--- config.mk ---
export PLATFORM = sky130hd
export DESIGN_NAME = sprite_rom_arb
export DESIGN_NICKNAME = d
export VERILOG_FILES = /design/src/rtl/sprite_arb_pkg.sv /design/src/rtl/sprite_rom_arb_rr_pick.sv /design/src/rtl/sprite_rom_arb.sv
export SDC_FILE = /design/constraint.sdc
export NUM_CORES = 1
export LEC_CHECK = 0
export BUFFER_PORTS_ARGS = -buffer_cell sky130_fd_sc_hd__buf_4
export CORE_MARGIN = 3
export CORE_UTILIZATION = 28
export DETAILED_ROUTE_END_ITERATION = 7
export PLACE_DENSITY = 0.66
export SYNTH_ARGS = -nofsm -noshare
export SYNTH_HDL_FRONTEND = slang
export SYNTH_HIERARCHICAL = 1
export SYNTH_SLANG_ARGS = --single-unit
--- constraint.sdc ---
create_clock -name clk -period 3.7 [get_ports clk]
set_clock_uncertainty 0.2 [all_clocks]
set_input_delay 0.74 -clock clk [delete_from_list [all_inputs] [get_ports clk]]
set_output_delay 0.74 -clock clk [all_outputs]
set_load 0.01 [all_outputs]
--- src/rtl/sprite_arb_pkg.sv ---
// sprite_arb_pkg: shared sizes, transparent colour key and requester id type for the sprite ROM arbiter
package sprite_arb_pkg;
  localparam int NREQ = 4;
  localparam int AW = 8;
  localparam int SEL_W = 3;
  localparam int DW = 12;
  localparam int ROM_LAT = 1;
  localparam logic [11:0] TRANSPARENT = 12'hFFF;
  typedef logic [$clog2(NREQ)-1:0] req_id_t;
endpackage

--- src/rtl/sprite_rom_arb_rr_pick.sv ---
// rr_pick: combinational round-robin picker, search starts at ptr+1 and wraps
//   req : request vector
//   ptr : index of the last winner
//   gnt : one-hot winner (zero when nothing requests)
//   idx : winner index (0 when nothing requests)
module rr_pick #(
  parameter int N = 4
) (
  input  logic [N-1:0]         req,
  input  logic [$clog2(N)-1:0] ptr,
  output logic [N-1:0]         gnt,
  output logic [$clog2(N)-1:0] idx
);
  localparam int IW = $clog2(N);
  logic [IW-1:0] c;
  logic hit;
  always_comb begin
    c = '0;
    hit = 1'b0;
    idx = '0;
    for (int k = 1; k <= N; k++) begin
      c = IW'((int'(ptr) + k) % N);
      if (!hit && req[c]) begin
        hit = 1'b1;
        idx = c;
      end
    end
    gnt = hit ? N'(1) << idx : '0;
  end
endmodule

--- src/rtl/sprite_rom_arb.sv ---
// sprite_rom_arb: round-robin arbiter sharing one synchronous sprite ROM among icon requesters
//   clk, reset (sync, active-low), arb_en : clock, reset, grant enable
//   req / req_addr / req_sel              : per-requester request, packed pixel address and sprite select
//   gnt                                   : one-hot combinational grant
//   rom_en / rom_addr / rom_rdata         : registered ROM read port {sel,addr} and its read data
//   rsp_valid / rsp_id / rsp_data         : response strobe, owner and pixel, ROM_LAT+1 cycles after grant
//   rsp_transparent                       : response pixel equals TRANSPARENT
//   SPRITE_ARB_PRIO_EN                    : when defined, requester 0 has fixed priority over the RR ring
module sprite_rom_arb #(
  parameter int NREQ = sprite_arb_pkg::NREQ,
  parameter int AW = sprite_arb_pkg::AW,
  parameter int SEL_W = sprite_arb_pkg::SEL_W,
  parameter int DW = sprite_arb_pkg::DW,
  parameter int ROM_LAT = sprite_arb_pkg::ROM_LAT
) (
  input  logic                    clk,
  input  logic                    reset,
  input  logic                    arb_en,
  input  logic [NREQ-1:0]         req,
  input  logic [NREQ*AW-1:0]      req_addr,
  input  logic [NREQ*SEL_W-1:0]   req_sel,
  output logic [NREQ-1:0]         gnt,
  output logic                    rom_en,
  output logic [SEL_W+AW-1:0]     rom_addr,
  input  logic [DW-1:0]           rom_rdata,
  output logic                    rsp_valid,
  output logic [$clog2(NREQ)-1:0] rsp_id,
  output logic [DW-1:0]           rsp_data,
  output logic                    rsp_transparent
);
  import sprite_arb_pkg::*;
  localparam int IW = $clog2(NREQ);
  logic [NREQ-1:0] req_m, pick_req, pick_gnt;
  logic [IW-1:0] ptr, pick_idx, gidx;
  logic ptr_ld;
  logic [ROM_LAT:0] vpipe;
  logic [ROM_LAT:0][IW-1:0] ipipe;
  assign req_m = (reset && arb_en) ? req : '0;
  rr_pick #(.N(NREQ)) u_pick (
    .req(pick_req),
    .ptr(ptr),
    .gnt(pick_gnt),
    .idx(pick_idx)
  );
`ifdef SPRITE_ARB_PRIO_EN
  // requester 0 bypasses the ring, so its wins must not move the pointer
  assign pick_req = req_m & ~NREQ'(1);
  assign gnt = req_m[0] ? NREQ'(1) : pick_gnt;
  assign gidx = req_m[0] ? '0 : pick_idx;
  assign ptr_ld = !req_m[0] && |pick_gnt;
`else
  assign pick_req = req_m;
  assign gnt = pick_gnt;
  assign gidx = pick_idx;
  assign ptr_ld = |pick_gnt;
`endif
  always_ff @(posedge clk)
    if (!reset) begin
      ptr <= IW'(NREQ - 1);
      rom_addr <= '0;
      vpipe <= '0;
      ipipe <= '0;
    end else begin
      if (ptr_ld) ptr <= pick_idx;
      if (|gnt) rom_addr <= {req_sel[gidx*SEL_W +: SEL_W], req_addr[gidx*AW +: AW]};
      vpipe[0] <= |gnt;
      ipipe[0] <= gidx;
      for (int i = 1; i <= ROM_LAT; i++) begin
        vpipe[i] <= vpipe[i-1];
        ipipe[i] <= ipipe[i-1];
      end
    end
  // stage 0 is the ROM read cycle; the last stage lines up with rom_rdata
  assign rom_en = vpipe[0];
  assign rsp_valid = vpipe[ROM_LAT];
  assign rsp_id = ipipe[ROM_LAT];
  assign rsp_data = rsp_valid ? rom_rdata : '0;
  assign rsp_transparent = rsp_valid && rom_rdata == DW'(TRANSPARENT);
endmodule

-- Yosys cells after proc, flatten, opt, wreduce, memory -nomap -nowiden
Index checks and enable logic that the tools add are counted.
- add/subtract/negate cells: 4
- multipliers: 1
- order comparisons: 4
- equality and inequality tests: 1
- shift-type cells: 3
- muxes and demuxes: 19
- reductions and logical operators: 9
- operator list (kind ; number):
    $shiftx 32x6->8 ; 1
    $eq 12x12->1 const B ; 1
    $lt 2x3->1 const B ; 4
    $mux 12 ; 1
    $shiftx 12x5->3 ; 1
    $bmux 1 s2 ; 4
    $mux 1 ; 8
    $mux 2 ; 4
    $mux 4 ; 2
    $logic_and 1x1->1 ; 5
    $add 2x1->2 const B ; 2
    $add 2x2->2 const B ; 2
    $mul 2x2->4 const B ; 1
    $reduce_or 4->1 ; 1
    $shl 1x2->4 const A ; 1
    $logic_not 1->1 ; 3
- flip-flop bits (word level): 19
- input bits: 63
- output and inout port bits: 32
- logic and storage cells: 46

-- Depth between registers and ports, before layout
- depth in word-level cells: 17
- mapped depth: 9

-- Modules after synthesis
The synthesis kept the hierarchy.
- modules (own cells, without submodules) (module ; times used ; cells each ; area each (µm²) ; seq. area each (µm²)):
    sprite_rom_arb ; 1 ; 82 ; 1007.2 ; 380.4
    rr_pick ; 1 ; 28 ; 193.9 ; 0.0

-- Worst setup path after synthesis
OpenSTA, ideal clock, no wires.
- path kind: input -> register
- start: input port reset
- end: register rom_addr[0]
- setup time: 0.117 ns
- arrival: 2.684 ns
- data required time: 3.383 ns
- setup slack: 0.699 ns
- stages on the path: 8
- cells stage by stage: clkbuf_1 > and3_1 > nor2b_1 > a21oi_1 > o221ai_1 > buf_6 > mux4_2 > a22o_1
- word-level cells in the longest chain between the ends: 17
- elaborated cells between the ends (all ways): 28
- classes of those cells: 2 x shift; 18 x mux; 8 x reduce/logical
- RTL lines (what ; RTL line ; RTL):
    start, declared ; sprite_rom_arb.sv:17 ; input logic reset,
    $logic_and 1x1->1 (*) ; sprite_rom_arb.sv:38 ; assign req_m = (reset && arb_en) ? req : '0;
    $mux 4 (*) ; sprite_rom_arb.sv:38 ;
    via pick_req[1] ; sprite_rom_arb.sv:33 ; logic [NREQ-1:0] req_m, pick_req, pick_gnt;
    $bmux 1 s2 ; sprite_rom_arb_rr_pick.sv:23 ; if (!hit && req[c]) begin
    $mux 1 (implied by the code) ; sprite_rom_arb_rr_pick.sv:23 ;
    $mux 1 ; sprite_rom_arb_rr_pick.sv:23 ;
    $logic_not 1->1 ; sprite_rom_arb_rr_pick.sv:23 ;
    $logic_and 1x1->1 ; sprite_rom_arb_rr_pick.sv:23 ;
    $mux 1 ; sprite_rom_arb_rr_pick.sv:23 ;
    $logic_not 1->1 ; sprite_rom_arb_rr_pick.sv:23 ;
    $logic_and 1x1->1 ; sprite_rom_arb_rr_pick.sv:23 ;
    $mux 1 ; sprite_rom_arb_rr_pick.sv:23 ;
    $logic_not 1->1 ; sprite_rom_arb_rr_pick.sv:23 ;
    $logic_and 1x1->1 ; sprite_rom_arb_rr_pick.sv:23 ;
    $mux 2 (*) ; sprite_rom_arb_rr_pick.sv:23 ;
    via gidx[0] ; sprite_rom_arb.sv:34 ; logic [IW-1:0] ptr, pick_idx, gidx;
    parallel branches: the longest is 3 deep, another holds $shiftx 32x6->8 ; - ;
    end signal, assigned ; sprite_rom_arb.sv:65 ; if (|gnt) rom_addr <= {req_sel[gidx*SEL_W +: SEL_W], req_addr[gidx*AW +: AW]};
    end, declared ; sprite_rom_arb.sv:24 ; output logic [SEL_W+AW-1:0] rom_addr,
Mark *: on every way through the listed nets, which the timed path passes. The select of a mux whose other input is x is not followed.
A chain may end at the register's enable or synchronous reset.

-- Worst setup path in the final report
- start: input port reset
- end: output port gnt[2]
- word-level cells in the longest chain between the ends: 16
- elaborated cells between the ends (all ways): 26
- classes of those cells: 1 x shift; 18 x mux; 7 x reduce/logical
- RTL lines (what ; RTL line ; RTL):
    $logic_and 1x1->1 (*) ; sprite_rom_arb.sv:38 ;
    $mux 4 (*) ; sprite_rom_arb.sv:38 ;
    via pick_req[3] ; sprite_rom_arb.sv:33 ;
    $bmux 1 s2 ; sprite_rom_arb_rr_pick.sv:23 ;
    $mux 1 (implied by the code) ; sprite_rom_arb_rr_pick.sv:23 ;
    $mux 1 ; sprite_rom_arb_rr_pick.sv:23 ;
    $logic_not 1->1 ; sprite_rom_arb_rr_pick.sv:23 ;
    $logic_and 1x1->1 ; sprite_rom_arb_rr_pick.sv:23 ;
    $mux 1 ; sprite_rom_arb_rr_pick.sv:23 ;
    $logic_not 1->1 ; sprite_rom_arb_rr_pick.sv:23 ;
    $logic_and 1x1->1 ; sprite_rom_arb_rr_pick.sv:23 ;
    $mux 1 ; sprite_rom_arb_rr_pick.sv:23 ;
    $logic_not 1->1 ; sprite_rom_arb_rr_pick.sv:23 ;
    $logic_and 1x1->1 ; sprite_rom_arb_rr_pick.sv:23 ;
    $mux 2 ; sprite_rom_arb_rr_pick.sv:23 ;
    $shl 1x2->4 ; sprite_rom_arb_rr_pick.sv:28 ; gnt = hit ? N'(1) << idx : '0;
    $mux 4 (*) ; sprite_rom_arb_rr_pick.sv:28 ;
    end, declared ; sprite_rom_arb.sv:22 ; output logic [NREQ-1:0] gnt,
The timed path passes the listed nets; every way through them passes the cells marked *. The select of a mux whose other input is x is not followed.

==> results.md <==
* Outcome: finished, final reports clean
* Clock latency on the worst-skew pair at 250 ps
* Post-Synth Adder-Cell Area at 0%
* RSZ-0062 raised after global routing: no
* Placed instance area at 1930 sq um
* Initial antenna violation count at 0
* Full die area at 5110 sq um
* Total congestion overflow at 0
* Row cnt at 23
* Min Hold Slack at 236 ps
* Post-synth top cells: dfxtp_1, and2_1, a22o_1
* Worst Path Required at 2760 ps
* Pleak at 0.960 nW
* DR pass1 iterations at 4
* Most numerous cell in the Yosys netlist: dfxtp_1
* FF+latch count, synth at 19
* Die Wd at 71.5 microns
* Critical path capture point type: primary output
* Setup_tns at 0 ps
* Post-Place Worst Slack at 509 ps
* Final setup viols at 0
* Register area share after synthesis at 31.7%
* Crit-path max FO at 13
* YS warnings at 6
* Die height at 71.5 microns
* Portion of netlist area occupied by mux cells at 23.2%
* Clock Sinks at 19
* Initial DRC count at 28
* Yosys top cell by area: dfxtp_1
* Worst-Margin Slew at 839 ps
* Synth Area in Simple Gates at 22.4%
* Arr. time, crit path at 2050 ps
* Vias/cell at 4.83
* Slew headroom at 43.9%
* Tcrit/Tclk final at 80.8%
* Final #Nets at 264
* H-tree depth at 1
* Layout cells sized above 1 at 58.0%
* Main synth FF type: dfxtp_1
* Diodes inserted at 0
* Compound-Gate Fraction of Synth Area at 16.4%
* CTS resizes at 0
* DRC errors left at 0
* CP Launch Type: input pin
* Cell area power density at 293 nW/um^2
* Share of the synthesized area in the top cell type at 31.7%
* VDD IR max at 0.000157 V
* Hold Buf Count CTS at 0
* CTS tree: built
* HP Class: flop to flop
* CTS Root Cell: clkbuf_8
* Final Wtd Congestion at 0.829
* IO Pins at 95
* Synth area leaders: dfxtp_1, mux4_2, a22o_1, and2_1, mux4_1
* Critical path type: input pin to primary output
* Post-Syn Area at 1200 sq um
* Core Region at 4060 sq um
* Area Growth Syn to Fin at 64.2%
* Total global-route track usage at 13.5%
* Syn_nets at 173
* Fin. Hold Viols at 0
* FMAX at 335 MHz
* Post-Synth XOR/XNOR Area at 0%
* Number of port buffers at 94
* Starting Density at 29.6%
* Post-detail-place hpwl at 2930 microns
* Final Slew Violations at 0
* Mapped Cells at 110
* CTS buffer count at 3
* Fill cell count at 405
* Routed length per placed instance at 14.0 microns
* Vias in the first global route at 1222
* Setup ws final at 712 ps
* Clock buffer depth at 2
* Total Power at 0.577 mW
* Via count at 1208
* Post-synth EDFFs at 0
* Mean Syn Cell Area at 10.9 sq um
* Reg clk slew, reported paths at 70 ps
* Largest family of logic cells by synthesized area: multiplexers
* Post-CTS Setup Inserts at 0
* Largest net degree at the start of global routing at 14
* Final min period at 2990 ps
* Max cap viols at 0
* Routed WL at 3500 microns
* First-pass GRT wire length at 5600 microns
* Synth unique cells at 33
* Post-Layout Inst Area at 1970 sq um
* ANT nets after route at 0
* Async SR Flop Fraction at 0%
flip-flops by register name (all words and copies together) (netlist names):
name,count
vpipe,2
ptr,2
ipipe,2
rsp_id,2
rom_addr,11
path summary, 6_finish.rpt:
check / start / to / slack, ps / cells past startpoint
max: reset / gnt[2] / 710 / 6
min: ipipe[1] / rsp_id[1] / 240 / 1
max reg2reg: ptr[0] / rom_addr[1] / 1160 / 6
min reg2reg: ipipe[1] / rsp_id[1] / 240 / 1
routing by layer:
layer / wire (microns) / vias up / track usage (%)
li1: - / 594 / -
met1: 1340 / 542 / 16.0
met2: 1700 / 66 / 23.5
met3: 388 / 6 / 3.51
met4: 68 / 0 / 5.01
met5: 0 / - / 0
power by group:
part | internal (mW) | leakage (nW) | switching (mW)
clock network | 0.0747 | 0.0255 | 0.0682
logic | 0.122 | 0.779 | 0.0716
registers | 0.224 | 0.156 | 0.0164
total | 0.421 | 0.960 | 0.156
critical path, stage by stage:
cell and delay, ps:
buf_4 150, and3_1 270, nand2b_4 120, nand2b_1 60
a221oi_1 490, buf_4 220
cell type report:
cell class / count / area (sq um) / share of cell area (%)
Multi-Input combinational cell: 78 / 751 / 38.1
Timing Repair Buffer: 96 / 721 / 36.5
Sequential cell: 19 / 380 / 19.3
Tap cell: 50 / 62.6 / 3.17
Clock buffer: 3 / 41.3 / 2.09
Inverter: 3 / 11.3 / 0.571
Clock inverter: 1 / 5.00 / 0.254
stage by stage:
step,util [%],std cells
final,48.6,250
after global routing,48.6,250
after floorplan,-,110
after global placement,47.5,246
after CTS,48.6,250
after detailed placement,47.5,246
cell families (layout without fill, tap and decap cells):
family,after synthesis,after routing
AND/OR/NAND/NOR,42,42
flip-flops,19,19
buffers and inverters,13,103
multiplexers,13,13
AO/OA/AOI/OAI,23,23
cells in the final DEF, fill, tap and decap left out, types with 2 or more instances in the layout:
| cell | instances |
|---|---|
| buf_4 | 96 |
| dfxtp_1 | 19 |
| and2_1 | 16 |
| a22o_1 | 12 |
| mux4_2 | 8 |
| nand2_1 | 4 |
| and3_1 | 4 |
| nand2b_1 | 4 |
| inv_1 | 3 |
| mux4_1 | 3 |
| clkbuf_8 | 3 |
| a21oi_1 | 3 |
| nor2_1 | 3 |
| nand4_1 | 2 |
| nand3_1 | 2 |
| nor2b_1 | 2 |
| mux2i_1 | 2 |
No activity file was read; power rests on OpenSTA's default activity.
